[src/rtl/add64_seq.sv]
// Two-pass sequential adder/subtractor: a 2*HALF_W-bit operation is split into
// a low and a high pass through one external HALF_W-bit combinational adder.
module add64_seq #(
  parameter int HALF_W = 32
) (
  input  logic                clk_i,
  input  logic                rst_ni,
  input  logic                in_valid_i,
  output logic                in_ready_o,
  input  logic [2*HALF_W-1:0] op_a_i,
  input  logic [2*HALF_W-1:0] op_b_i,
  input  logic                sub_i,
  output logic [HALF_W-1:0]   add_a_o,
  output logic [HALF_W-1:0]   add_b_o,
  output logic                add_cin_o,
  input  logic [HALF_W-1:0]   add_sum_i,
  input  logic                add_cout_i,
  output logic                out_valid_o,
  input  logic                out_ready_i,
  output logic [2*HALF_W-1:0] sum_o,
  output logic                cout_o,
  output logic                ovf_o
);

  localparam int W = 2 * HALF_W;

  typedef enum logic [1:0] {IDLE, LO, HI, DONE} state_t;

  state_t         state;
  logic [W-1:0]   a_q;
  logic [W-1:0]   bx_q;
  logic [W-1:0]   sum_q;
  logic           sub_q;
  logic           carry_q;
  logic           cout_q;
  logic           ovf_q;

  assign in_ready_o  = (state == IDLE) && rst_ni;
  assign out_valid_o = (state == DONE);
  assign sum_o       = sum_q;
  assign cout_o      = cout_q;
  assign ovf_o       = ovf_q;

  // Adder operands are only driven during the two passes, otherwise quiet.
  always_comb begin
    add_a_o   = '0;
    add_b_o   = '0;
    add_cin_o = 1'b0;
    case (state)
      LO: begin
        add_a_o   = a_q[HALF_W-1:0];
        add_b_o   = bx_q[HALF_W-1:0];
        add_cin_o = sub_q;
      end
      HI: begin
        add_a_o   = a_q[W-1:HALF_W];
        add_b_o   = bx_q[W-1:HALF_W];
        add_cin_o = carry_q;
      end
      default: ;
    endcase
  end

  always_ff @(posedge clk_i) begin
    if (!rst_ni) begin
      state   <= IDLE;
      a_q     <= '0;
      bx_q    <= '0;
      sum_q   <= '0;
      sub_q   <= 1'b0;
      carry_q <= 1'b0;
      cout_q  <= 1'b0;
      ovf_q   <= 1'b0;
    end else begin
      case (state)
        // Capture: subtract is A + ~B + 1, the +1 enters as the low-pass carry-in.
        IDLE: begin
          if (in_valid_i) begin
            a_q   <= op_a_i;
            bx_q  <= sub_i ? ~op_b_i : op_b_i;
            sub_q <= sub_i;
            state <= LO;
          end
        end
        // Low pass: keep the low sum half and the carry into the high pass.
        LO: begin
          sum_q[HALF_W-1:0] <= add_sum_i;
          carry_q           <= add_cout_i;
          state             <= HI;
        end
        // High pass: finish the sum, carry-out and signed overflow.
        HI: begin
          sum_q[W-1:HALF_W] <= add_sum_i;
          cout_q            <= add_cout_i;
          ovf_q             <= (a_q[W-1] == bx_q[W-1]) && (add_sum_i[HALF_W-1] != a_q[W-1]);
          state             <= DONE;
        end
        // Result held until the consumer takes it.
        DONE: begin
          if (out_ready_i) state <= IDLE;
        end
        default: state <= IDLE;
      endcase
    end
  end

endmodule

[config.mk]
export PLATFORM = sky130hd
export DESIGN_NAME = add64_seq
export DESIGN_NICKNAME = d
export VERILOG_FILES = /design/src/rtl/add64_seq.sv
export SDC_FILE = /design/constraint.sdc
export NUM_CORES = 1
export LEC_CHECK = 0
export CORE_ASPECT_RATIO = 1.2
export CORE_MARGIN = 3
export CORE_UTILIZATION = 40
export CTS_CLUSTER_SIZE = 24
export DETAILED_ROUTE_END_ITERATION = 12
export PLACE_DENSITY = 0.74
export SLEW_MARGIN = 20
export SYNTH_ARGS = -nofsm -noshare
export SYNTH_HDL_FRONTEND = slang
export SYNTH_SLANG_ARGS = --single-unit
[constraint.sdc]
create_clock -name clk_i -period 1.8 [get_ports clk_i]
set_input_delay 0.27 -clock clk_i [delete_from_list [all_inputs] [get_ports clk_i]]
set_output_delay 0.27 -clock clk_i [all_outputs]
set_load 0.005 [all_outputs]
Yosys cells after proc, flatten, opt, wreduce, memory -nomap -nowiden
Index checks and enable logic that the tools add are counted.

storage, ports and cells
  register bits = 198
  input bits = 166
  output and inout port bits = 133
  logic and storage cells = 29

cells by class
  equal/unequal tests = 7
  multiplexer cells = 7
  bitwise operators = 1
  reductions and logical operators = 5

operators by type and width
  operator                                                         number
  32-bit case mux with 2 select lines                              2
  64-bit 2-to-1 mux                                                1
  64-bit NOT                                                       1
  2-bit case mux with 4 select lines                               1
  2-bit == test, second input constant                             2
  2-bit 2-to-1 mux                                                 2
  2-bit AND reduction                                              2
  2-bit by 1-bit == test with 1-bit output, second input constant  1
  1-bit logical AND                                                2
  2-bit logical NOT                                                1
  2-bit by 1-bit != test with 1-bit output, second input constant  1
  2-bit != test, second input constant                             1
  1-bit case mux with 2 select lines                               1
  1-bit == test                                                    1
  1-bit != test                                                    1

Logic depth before layout (Yosys ltp)
  word-level depth = 3
  depth in mapped cells = 7
  gate-level depth less buffers = 5

Least setup slack after synthesis
No wires, ideal clock.

  path type = reg2out
  start = register state[1]
  end = output port add_a_o[1]
  arrival time = 1.286 ns
  data required time = 1.530 ns
  slack = 0.244 ns
  stages on the path, launching flop included = 8
  buffers on the path = 3
  cell sequence = dfxtp_1 inv_1 ha_1 buf_2 buf_6 buf_4 a22oi_1 nor2b_1

on the way
  longest elaborated chain between the ends = 2
  elaborated cells between the ends (all ways) = 3
  those cells by class = eq/ne: 2; mux: 1

RTL lines
  what                                                                              RTL line  source
  start, declared                                                                   29        state_t state;
  start signal, assigned                                                            66        state <= IDLE;
  start signal, assigned                                                            82        state <= LO;
  start signal, assigned                                                            89        state <= HI;
  2-bit == test / 2-bit by 1-bit == test with 1-bit output (equally long branches)  49        case (state)
  32-bit case mux with 2 select lines (*)                                           49
  end, declared                                                                     13        output logic [HALF_W-1:0] add_a_o,

Mark *: on every way between the ends. The rest lies on a longest branch, timed or not.

Worst setup path after layout
  start = register state[1]
  end = output port add_a_o[29]

Same word-level chain as after synthesis.

==> reports/results.txt <==
wirelength, routed: 28300 µm
Max clock buf depth: 2
status: complete, but fails checks
Yosys reg bits: 198
layout cell share with drive strength beyond 1: 23.1%
WHS Endpoint: bx_q[7]
Final Cycle Share: 122%
routed length per instance: 17.9 µm
Pleak: 0.00509 µW
vias in the first global route: 7673
Slew Viols, Final: 0
# fillers: 1761
achievable frequency: 457 MHz
Worst setup SP type: flop
RSZ-0062 raised after global routing: yes
library cells used by synthesis: 22
final hold violations: 0
number of H-tree levels: 4
clock latency on the worst-skew pair: 430 ps
Clock Sink Count: 198
pin count of the biggest net entering global routing: 101
Final setup viols: 65
first-pass GRT wire length: 41100 µm
core area: 0.0213 mm²
setup ws final: -389 ps
utilization after layout: 64.9%
initial antenna violation count: 2
Chip Width: 142 µm
Ys Warns: 0
Reg2Reg Depth: 9
count of maximum capacitance violations: 0
worst slew pin tran: 542 ps
Nets: 1469
PD cells: 1460 mW/mm²
drc violations: 0
commonest non-fill, non-tap cells in the layout: clkdlybuf4s50_1, dfxtp_1, nand2_1, nor2b_1, o21ai_0
CTS root buf: clkbuf_16
Reg clk slew, reported paths: 70 ps
Vias: 7937
CTS tree: yes
Worst setup EP type: primary output
DP Area: 0.0121 mm²
Mapped Area: 0.00882 mm²
Starting Density: 41.3%
Post-Synthesis Net Count: 1129
ANT nets after route: 0
Avg Inst Size Synth: 9.22 µm²
total gr overflow: 0
most common cell after layout, fill and taps aside: clkdlybuf4s50_1
final instance area: 0.0138 mm²
Rows: 58
Detailed Place HPWL: 17300 µm
cells after synthesis: 957
Design Power: 20200 µW
die height: 169 µm
DIE AREA: 0.0239 mm²
failing checks: negative setup slack
CP max FO: 6
Rel. slew slack: 63.9%
r2r setup slk: 10 ps
min-delay src: sub_i
All-Layer GR Usage: 21.5%
register area share after synthesis: 44.9%
Worst R2R End: sum_o[18]
required time worst endpoint: 1530 ps
IO buf count: 298
Worst Clk Skew: 6.72 ps
RR Startpoint: state[0]
Crit path arrival time: 1920 ps
Setup CP Type: flop to primary output
Via-to-Cell Ratio: 5.02
I/O pin count: 299
number of CTS-inserted buffers: 17
Min-Delay Path Class: input port to flop
Hold Crit Depth: 3
crit path time final: 2190 ps
Synth-to-Final Area Change: 57.0%
first-pass iteration count of the detailed router: 5
GP Congestion: 0.828
initial drt markers: 433
Worst VDD drop: 0.918 mV
-- cells by family after synthesis --
logic type               synth area share (%)
XOR/XNOR                                 6.35
AND/OR/NAND/NOR                          15.3
multiplexers                             7.72
buffers and inverters                    6.23
flip-flops                               44.9
AO/OA/AOI/OAI                            18.6
adder cells (fa/ha/maj)                 0.851
-- cell usage after synthesis --
cell type / number / area, µm²
inv_1: 4 / 15.0
a22oi_1: 65 / 488
or3b_2: 1 / 8.76
a21oi_1: 64 / 320
xnor2_1: 64 / 561
clkbuf_1: 29 / 109
buf_6: 18 / 203
ha_1: 6 / 75.1
nand3b_1: 1 / 7.51
a21boi_0: 5 / 37.5
a31oi_1: 1 / 6.26
and2_4: 1 / 8.76
and2_1: 1 / 6.26
dfxtp_1: 198 / 3960
a21boi_1: 60 / 450
buf_2: 28 / 140
o21ai_0: 66 / 330
nor2b_1: 131 / 820
nand2_1: 134 / 503
buf_4: 11 / 82.6
mux2i_1: 68 / 681
o22ai_1: 1 / 6.26
-- where the power goes --
part | total [µW] | leakage (µW) | switching (µW) | internal (µW)
sequential | 6080 | 0.00163 | 640 | 5440
clock | 4030 | 0.000299 | 1870 | 2160
combinational | 10100 | 0.00316 | 4380 | 5720
-- how the worst max path moves through the flow --
stage / startpoint / endpoint / slack [ps] / cells past startpoint
2_1_floorplan: state[1] / add_a_o[1] / 240 / 7
5_1_grt: state[1] / add_b_o[17] / -450 / 9
3_3_place_gp: state[0] / add_b_o[19] / -200 / 5
6_report: state[1] / add_a_o[29] / -390 / 9
3_5_place_dp: state[0] / add_b_o[16] / -290 / 5
4_1_cts: state[0] / add_a_o[25] / -590 / 6
-- what timing repair did --
item,in CTS,in global routing
buffers inserted,25,41
hold buffers,0,0
gates resized for setup,283,111
gates cloned,7,8
endpoints found under the setup margin,67,98
pin swaps,24,44
-- sequential cells by signal, indices dropped and copies added (netlist names) --
signal,count
a_q,64
bx_q,64
carry_q,1
cout_o,1
ovf_o,1
state,2
sub_q,1
sum_o,64
-- metrics by stage --
stage                     setup TNS, ps  hold slack, ps  worst slack [ps]  std cells
after floorplan                       0             405               244        957
after global placement           -10200             440              -203       1474
after detailed placement         -13030             445              -295       1474
after CTS                        -22460             311              -586       1537
after global routing             -23320             339              -448       1581
final                            -18650             334              -389       1581
-- worst max-delay path: stages (launching register included) --
cell       delay, ps
dfxtp_2          350
inv_2             40
buf_6            110
ha_4             200
buf_6            130
clkbuf_16        140
buf_6            110
a22oi_2          210
nor2b_1           60
buf_2            130
-- per-layer routing --
metal  part of all wire (%)  track usage (%)  vias up
met3                    5.4             4.66       39
met2                     51             37.7      233
met4                    2.3             6.43        0
li1                       -                -     3910
met5                      0                0        -
met1                     41             26.2     3755
-- cell type report --
type / instances / area [µm²] / share of cell area (%)
Timing Repair Buffer: 407 / 4170 / 30.1
Tap cell: 270 / 338 / 2.44
Clock inverter: 14 / 188 / 1.36
Inverter: 4 / 15.0 / 0.108
Antenna cell: 1 / 2.50 / 0.0181
Clock buffer: 18 / 439 / 3.17
Sequential cell: 198 / 3970 / 28.6
Multi-Input combinational cell: 669 / 4730 / 34.2
Power figures use the tool's default switching activity.
